--- src/rtl/snake_pkg.sv ---
// snake_pkg: direction type, grid size and helpers shared by the snake game blocks.
package snake_pkg;

   typedef enum logic [1:0] {
      DIR_UP    = 2'd0,
      DIR_RIGHT = 2'd1,
      DIR_DOWN  = 2'd2,
      DIR_LEFT  = 2'd3
   } dir_t;

   localparam int GRID_W = 16;
   localparam int GRID_H = 16;

   // Encoding puts each direction two steps from its reverse, so flipping bit 1 reverses.
   function automatic dir_t opposite(input dir_t d);
      return dir_t'(d ^ 2'b10);
   endfunction

endpackage

--- src/rtl/dir_fifo.sv ---
// dir_fifo: small circular queue of directions with flush, exposing head, tail and count.
module dir_fifo
   import snake_pkg::*;
#(
   parameter int DEPTH = 2
) (
   input  logic       CLOCK_50,
   input  logic       rst_n,
   input  logic       flush,
   input  logic       push,
   input  logic       pop,
   input  dir_t       push_dir,
   output dir_t       head,
   output dir_t       tail,
   output logic [2:0] count
);

   dir_t       r_mem [4];
   logic [1:0] r_rd, r_wr;
   logic [2:0] r_cnt;
   logic [1:0] w_rd_nxt, w_wr_nxt, w_wr_prev;

   // Explicit wrap so any depth from 1 to 4 works without power-of-2 pointers.
   assign w_rd_nxt  = (r_rd == 2'(DEPTH - 1)) ? 2'd0 : r_rd + 2'd1;
   assign w_wr_nxt  = (r_wr == 2'(DEPTH - 1)) ? 2'd0 : r_wr + 2'd1;
   assign w_wr_prev = (r_wr == 2'd0) ? 2'(DEPTH - 1) : r_wr - 2'd1;

   assign head  = r_mem[r_rd];
   assign tail  = r_mem[w_wr_prev];
   assign count = r_cnt;

   always_ff @(posedge CLOCK_50) begin
      if (!rst_n) begin
         r_rd  <= 2'd0;
         r_wr  <= 2'd0;
         r_cnt <= 3'd0;
      end else if (flush) begin
         r_rd  <= 2'd0;
         r_wr  <= 2'd0;
         r_cnt <= 3'd0;
      end else begin
         r_rd  <= pop ? w_rd_nxt : r_rd;
         r_wr  <= push ? w_wr_nxt : r_wr;
         r_cnt <= r_cnt + {2'b00, push} - {2'b00, pop};
      end
   end

   always_ff @(posedge CLOCK_50) begin
      if (rst_n && !flush && push)
         r_mem[r_wr] <= push_dir;
   end

endmodule

--- src/rtl/dir_input_queue.sv ---
// dir_input_queue: turns key levels into press events and queues legal direction changes.
module dir_input_queue
   import snake_pkg::*;
#(
   parameter int   DEPTH    = 2,
   parameter dir_t INIT_DIR = DIR_RIGHT
) (
   input  logic       CLOCK_50,
   input  logic       rst_n,
   input  logic       in_up,
   input  logic       in_right,
   input  logic       in_down,
   input  logic       in_left,
   input  logic       clear,
   input  logic       take,
   output dir_t       cur_dir,
   output dir_t       next_dir,
   output logic [2:0] q_count,
   output logic       press_any,
   output logic       drop
);

   logic [3:0] r_prev, w_keys, w_press;
   dir_t       r_cur, w_cand, w_head, w_tail, w_ref;
   logic [2:0] w_count;
   logic       r_press_any, r_drop;
   logic       w_valid, w_reject, w_accept, w_empty, w_full, w_bypass, w_push, w_pop;

   // Bit index equals the dir_t value, so the lowest set bit is the priority winner.
   assign w_keys  = {in_left, in_down, in_right, in_up};
   assign w_press = w_keys & ~r_prev;
   assign w_valid = |w_press;

   always_comb begin
      w_cand = w_press[0] ? DIR_UP :
               w_press[1] ? DIR_RIGHT :
               w_press[2] ? DIR_DOWN : DIR_LEFT;
   end

   assign w_empty  = (w_count == 3'd0);
   assign w_full   = (w_count == 3'(DEPTH));
   assign w_ref    = w_empty ? r_cur : w_tail;
   assign w_reject = w_valid & ((w_cand == w_ref) | (w_cand == opposite(w_ref)) | (w_full & ~take));
   assign w_accept = w_valid & ~w_reject & ~clear;
   assign w_bypass = w_accept & take & w_empty;
   assign w_push   = w_accept & ~w_bypass;
   assign w_pop    = take & ~w_empty & ~clear;

   dir_fifo #(.DEPTH(DEPTH)) u_fifo (
      .CLOCK_50 (CLOCK_50),
      .rst_n    (rst_n),
      .flush    (clear),
      .push     (w_push),
      .pop      (w_pop),
      .push_dir (w_cand),
      .head     (w_head),
      .tail     (w_tail),
      .count    (w_count)
   );

   // Key history resets high so a key held through reset is not seen as a press.
   always_ff @(posedge CLOCK_50) begin
      if (!rst_n) begin
         r_prev      <= 4'hF;
         r_cur       <= INIT_DIR;
         r_press_any <= 1'b0;
         r_drop      <= 1'b0;
      end else begin
         r_prev      <= w_keys;
         r_press_any <= w_valid;
         r_drop      <= w_reject & ~clear;
         r_cur       <= clear ? INIT_DIR : w_bypass ? w_cand : w_pop ? w_head : r_cur;
      end
   end

   assign cur_dir   = r_cur;
   assign next_dir  = w_empty ? r_cur : w_head;
   assign q_count   = w_count;
   assign press_any = r_press_any;
   assign drop      = r_drop;

endmodule

--- config.mk ---
export PLATFORM = sky130hd
export DESIGN_NAME = dir_input_queue
export DESIGN_NICKNAME = d
export VERILOG_FILES = /design/src/rtl/snake_pkg.sv /design/src/rtl/dir_fifo.sv /design/src/rtl/dir_input_queue.sv
export SDC_FILE = /design/constraint.sdc
export NUM_CORES = 1
export LEC_CHECK = 0
export CORE_ASPECT_RATIO = 0.75
export CORE_MARGIN = 1.5
export CORE_UTILIZATION = 56
export DETAILED_ROUTE_END_ITERATION = 8
export MAX_ROUTING_LAYER = met4
export PLACE_DENSITY_LB_ADDON = 0.1
export SETUP_SLACK_MARGIN = 0.15
export SYNTH_ARGS = -nofsm -noshare
export SYNTH_HDL_FRONTEND = slang
export SYNTH_SLANG_ARGS = --single-unit
--- constraint.sdc ---
create_clock -name CLOCK_50 -period 7.6 [get_ports CLOCK_50]
set_input_delay 2.28 -clock CLOCK_50 [delete_from_list [all_inputs] [get_ports CLOCK_50]]
set_output_delay 2.28 -clock CLOCK_50 [all_outputs]
set_load 0.005 [all_outputs]
**After elaboration in Yosys (flattened, before gate mapping)**

Memories as Yosys holds them, arrays and structs flattened. A register that Yosys moved wholly into a read port is not among the register bits.
Cells that the tools add are included.

- $add $sub $neg: 5
- Eq/ne operators: 5
- Muxes and demuxes: 14
- Bitwise gates (word level): 21
- Reduce and logical (&&, ||, !) cells: 8

Operators by type and width:

| operator | number |
|---|---|
| 2-bit 2-to-1 mux | 11 |
| 1-bit bitwise AND | 10 |
| 1-bit inverter | 7 |
| 2-bit by 1-bit adder with 2-bit output, second input constant | 2 |
| 4-bit bitwise AND | 1 |
| 2-bit by 1-bit equality test with 1-bit output, second input constant | 2 |
| 2-bit equality test | 2 |
| 4-bit inverter | 1 |
| 4-bit OR reduction | 1 |
| 3-bit by 1-bit adder with 3-bit output | 1 |
| 3-bit by 2-bit equality test with 1-bit output, second input constant | 1 |
| 3-bit zero test | 1 |
| 1-bit 2-to-1 mux | 3 |
| 3-bit by 1-bit subtractor with 3-bit output | 1 |
| 1-bit logical AND | 2 |
| 2-bit zero test | 1 |
| 1-bit OR | 2 |
| 2-bit nonzero test | 1 |
| 2-bit OR reduction | 1 |
| 2-bit by 1-bit subtractor with 2-bit output, second input constant | 1 |
| 1-bit zero test | 1 |

- Bits in registers: 15
- RAM bits: 8
- Input bits: 8
- Memories: 1

Memories:

| memory | depth | bits a word | read ports | clocked after Yosys merged registers in | wr ports | RTL line | text |
|---|---|---|---|---|---|---|---|
| u_fifo.r_mem | 4 | 2 | 2 | 1 | 1 | dir_fifo.sv:18 | `dir_t r_mem [4];` |

**Logic depth before layout (Yosys ltp)**

- Depth after elaboration: 19
- Depth in mapped cells: 13
- Depth with buffers taken out: 13

**Hierarchy**

Synthesis repeated with hierarchy kept, for this count alone.

- Cell total of the unflattened synthesis: 96
- Area total of the unflattened synthesis: 1177.4 um^2

By module, submodules not included:

| module | times used | cells an instance | area each (um^2) | seq. area each (um^2) |
|---|---|---|---|---|
| dir_fifo | 1 | 52 | 690.7 | 420.4 |
| dir_input_queue | 1 | 44 | 486.7 | 160.2 |

**Worst setup path before layout**

Ideal clock, no wire load.

- Path kind: input to register
- Start point: in in_up
- End point: reg u_fifo.r_cnt[2] (netlist: u_fifo.count[2])
- Data arrival time: 4.287 ns
- Required time: 7.482 ns
- Slack: 3.195 ns
- Stages on the path: 13
- Path buffers: 0
- Path through: nand2b_1 > a21boi_2 > nor3b_1 > mux2_4 > inv_1 > ha_1 > inv_1 > ha_1 > inv_1 > fa_1 > xor2_1 > xnor2_1 > nor2_1

- Word-level cells in the longest chain between the ends: 15
- Elaborated cells between the ends (all ways): 17
- Classes of those cells: add/sub: 2; eq/ne: 2; mux: 1; bitwise: 11; reduce/logical: 1

Ends and longest elaborated chain:

| element | RTL line | text |
|---|---|---|
| start: declaration | dir_input_queue.sv:10 | `input logic in_up,` |
| 4-bit bitwise AND (*) | dir_input_queue.sv:31 | `assign w_press = w_keys & ~r_prev;` |
| 2-bit 2-to-1 mux (*) | dir_input_queue.sv:35 | `w_cand = w_press[0] ? DIR_UP :` |
| named net u_fifo.push_dir[0] | dir_fifo.sv:12 | `input dir_t push_dir,` |
| 2-bit equality test | dir_input_queue.sv:43 | `assign w_reject = w_valid & ((w_cand == w_ref) \| (w_cand == opposite(w_ref)) \| (w_full & ~take));` |
| 1-bit OR (*) (2 in a row) | dir_input_queue.sv:43 |  |
| 1-bit bitwise AND (*) | dir_input_queue.sv:43 |  |
| 1-bit inverter (*) | dir_input_queue.sv:44 | `assign w_accept = w_valid & ~w_reject & ~clear;` |
| 1-bit bitwise AND (*) (2 in a row) | dir_input_queue.sv:44 |  |
| 1-bit bitwise AND (2 in a row) | dir_input_queue.sv:45 | `assign w_bypass = w_accept & take & w_empty;` |
| 1-bit inverter | dir_input_queue.sv:46 | `assign w_push = w_accept & ~w_bypass;` |
| 1-bit bitwise AND (*) | dir_input_queue.sv:46 |  |
| 3-bit by 1-bit adder with 3-bit output (*) | dir_fifo.sv:44 | `r_cnt <= r_cnt + {2'b00, push} - {2'b00, pop};` |
| 3-bit by 1-bit subtractor with 3-bit output (*) | dir_fifo.sv:44 |  |
| end signal: assignment | dir_fifo.sv:44 |  |
| end: declaration | dir_fifo.sv:20 | `logic [2:0] r_cnt;` |

The timed path passes the listed nets; every way through them passes the cells marked *.
A chain may end at the register's enable or synchronous reset.

**Final worst setup path**

- Start point: in in_right
- End point: reg u_fifo.r_cnt[2] (netlist: u_fifo.count[2])

- Word-level cells in the longest chain between the ends: 16
- Elaborated cells between the ends (all ways): 18
- Classes of those cells: add/sub: 2; eq/ne: 2; mux: 2; bitwise: 11; reduce/logical: 1

Ends and longest elaborated chain:

| element | RTL line | text |
|---|---|---|
| start: declaration | dir_input_queue.sv:11 | `input logic in_right,` |
| 4-bit bitwise AND (*) | dir_input_queue.sv:31 |  |
| 2-bit 2-to-1 mux (*) | dir_input_queue.sv:36 | `w_press[1] ? DIR_RIGHT :` |
| 2-bit 2-to-1 mux (*) | dir_input_queue.sv:35 |  |
| named net u_fifo.push_dir[0] | dir_fifo.sv:12 |  |
| 2-bit equality test | dir_input_queue.sv:43 |  |
| 1-bit OR (*) (2 in a row) | dir_input_queue.sv:43 |  |
| 1-bit bitwise AND (*) | dir_input_queue.sv:43 |  |
| 1-bit inverter (*) | dir_input_queue.sv:44 |  |
| 1-bit bitwise AND (*) (2 in a row) | dir_input_queue.sv:44 |  |
| 1-bit bitwise AND (2 in a row) | dir_input_queue.sv:45 |  |
| 1-bit inverter | dir_input_queue.sv:46 |  |
| 1-bit bitwise AND (*) | dir_input_queue.sv:46 |  |
| 3-bit by 1-bit adder with 3-bit output (*) | dir_fifo.sv:44 |  |
| 3-bit by 1-bit subtractor with 3-bit output (*) | dir_fifo.sv:44 |  |

Marked as above.

==> reports/results.ini <==
[setup_path]
crit_slowest_cell=clkdlybuf4s50_1
crit_family=adder cells
cpPeakStageDelay_ns=0.46
cp-start-kind=primary input
critical_path_class=primary input to register
worstReg2RegStart=u_fifo.count[1]
r2r_cells=13
reg2reg_slack_ns=4.79
reg2reg_to=u_fifo.count[2]
path_common_cell=inv_1
crit_fanout=9
arrival_ns=5.01
end_kind=register
crit_chain=clkdlybuf4s50_1 -> nand2b_1 -> a21boi_2 -> nor3b_1 -> mux2_4 -> inv_1 -> ha_1 -> inv_1 -> ha_1 -> inv_1 -> fa_1 -> xor2_1 -> xnor2_1 -> nor2_1
worst_ep_required_time_ns=7.81
path_buf_inv=4

[timing]
hold_viol=0
timing.fmax_mhz=209
rsz0062_at_grt=false
drv_slew=0
worst_slew_pin_slew_ns=0.524
finalClockSkew_ns=0.00582
post-route-period-util_pct=63.1
period_minus_slack_ns=4.79
setup_viol=0
tns_ns=0
max_slew_margin_pct=65.0

[global_routing]
grt_pass1_vias=763
antenna_found_initial=0
grt_pass1_wl_mm=3.55
grt-ovfl-total=0
grt_use_met2_pct=31.2
use_met3_pct=6.17
grt_usage_pct=20.5
grt_use_met1_pct=26.8
top_usage_layer=met2
grt_max_degree=14

[floorplanning]
pin_count=17
fp.dieW_um=55.3
core_area_mm2=0.00184
dieArea_mm2=0.00234
die_h_um=42.2
placementRows=13
initial_core_util_pct=62.6

[layout]
drive_above_1_share_pct=8.94
final_cell_mix=17 x dfxtp_1, 16 x clkdlybuf4s50_1, 10 x nor2_1
nets=135
diodes=0
fillers=143
fin_util_pct=73.9
layout_commonest_cell=dfxtp_1
syn2layout_area_growth_pct=18.2
final_cells=145

[synth]
synth_xor_area_share_pct=4.57
synth.ff_latch_count=25
synthArstFlopShare_pct=0
syn_area_mm2=0.00115
synth_edf_count=8
syn_area_per_cell_um2=11.1
synth_fa_ha_area_share_pct=3.92
synth.yosys.seq_area_share_pct=50.5
synthCells=104
ys_types=40
yosys.area.top_type_share_pct=29.6
yosys.area.top_type=dfxtp_1
yosysWarnings=0
synthSimpleGateAreaFrac_pct=20.8
ys_top_cells_by_area=dfxtp_1 30%, edfxtp_1 21%, nand2b_1 4.4%, nor2_1 3.3%, mux2i_1 2.6%
synth_top_family_by_area=simple AND/OR/NAND/NOR gates
synth_compound_area_share_pct=10.7
synth_nets=115
synth_mux_area_share_pct=7.83
synth-main-ff-cell=dfxtp_1

[clocking]
cts_tree=built
cts-buffers-inserted=3
cts_sinks=25
clk-insertion-delay-late_ns=0.31
clk_pin_slew_ns=0.13
cts_setup_buffers=0
cts_resized=0
clk_path_buf_depth=2
hold_buffers=0
root_buffer=clkbuf_4
htreeDepth=1

[drt]
drc_errors=0
vias=821
vias_per_cell=5.66
postRouteWirelength_mm=2.07
drtAntennaViolNets=0
drtIter0Drc=11
drt-pass1-iter-count=4
detail_route.wl_per_cell_um=14.3

[power_and_ir_drop]
combinationalPowerShare_pct=10.9
p_switching_w=0.0000513
p_leak_nw=0.509
clockPowerShare_pct=26.1
intPower_w=0.000174
vdd_drop_max_mv=0.156
seqPwrFrac_pct=63.0
powerDensity_mw_per_mm2=166
switching_share_pct=22.8

[run]
drv_cap=0

[place]
portBuffers=16
dp.cells=141
dp_hpwl_mm=1.61
gp_congestion=0.849

[min_path]
min_from=u_fifo.r_rd[1]
hold_class=register to register
min_to=u_fifo.r_rd[1]
hold_depth=2

[outcome]
status=completed

==> per-stage QoR <==
step	power [W]	hold slack [ns]	area, um^2	worst slack [ns]
after floorplan	0.000159	0.406	1150	3.20
after global placement	0.000169	0.419	1330	2.55
after detailed placement	0.000169	0.436	1330	2.47
after CTS	0.000226	0.453	1360	2.81
after global routing	0.000234	0.462	1360	2.49
final	0.000225	0.458	1360	2.81
==> worst max path at each step <==
stage               startpoint               to  slack [ns]  depth (start not counted)
floorplan                in_up  u_fifo.count[2]        3.20                         13
CTS                   in_right  u_fifo.count[2]        2.81                         14
detailed placement    in_right  u_fifo.count[2]        2.47                         14
finish                in_right  u_fifo.count[2]        2.81                         14
global placement      in_right  u_fifo.count[2]        2.55                         14
global route          in_right  u_fifo.count[2]        2.49                         14
==> final cells by class <==
class                   count  area (um^2)  area share, %
multi-input cells          74          549           40.4
repair buffers             16          160           11.8
clock buffers               4         26.3           1.93
inverters                   4         15.0           1.10
flip-flops and latches     25          581           42.7
well taps                  22         27.5           2.03
==> synth_stat cells (all sizes together), types with 2 or more instances <==
library cell / n
a21oi: 4
mux2: 3
a211oi: 2
mux2i: 3
nor2: 10
xnor2: 3
ha: 2
nor2b: 2
dfxtp: 17
nand2: 8
xor2: 3
nand2b: 8
and2: 4
o21ai: 2
inv: 4
edfxtp: 8
==> registers in the layout, summed over array words and instances (netlist names), named ones only <==
name and count:
u_fifo.r_wr 2, u_fifo.count 3, u_fifo.r_mem 8, u_fifo.r_rd 2
r_prev 4, cur_dir 2, drop 1, press_any 1
==> cell families after synthesis <==
group,count (synthesis)
flops,25
mux,7
fa+ha+maj,3
simple gates,42
xor+xnor,6
compound gates,16
buf+inv,5
==> worst min-delay path, stage by stage (launching register included) <==
cell     delay (ns)
dfxtp_1        0.33
nand2_1        0.05
a31oi_1        0.05
==> per-layer routing <==
metal	wire [um]	vias to the layer above	part of all wire, %
met4	13	0	0.63
met3	165	2	8.0
met2	936	27	45
met1	954	387	46
met5	0	-	0
li1	-	405	-
==> power groups by stage <==
stage | sequential (W) | clock (W) | combinational [W]
2_1_floorplan | 0.000145 | 0 | 0.0000140
3_3_place_gp | 0.000145 | 0 | 0.0000239
3_5_place_dp | 0.000145 | 0 | 0.0000246
4_1_cts | 0.000142 | 0.0000593 | 0.0000247
5_1_grt | 0.000142 | 0.0000648 | 0.0000274
6_report | 0.000142 | 0.0000587 | 0.0000246
No activity file was read; power rests on OpenSTA's default activity.
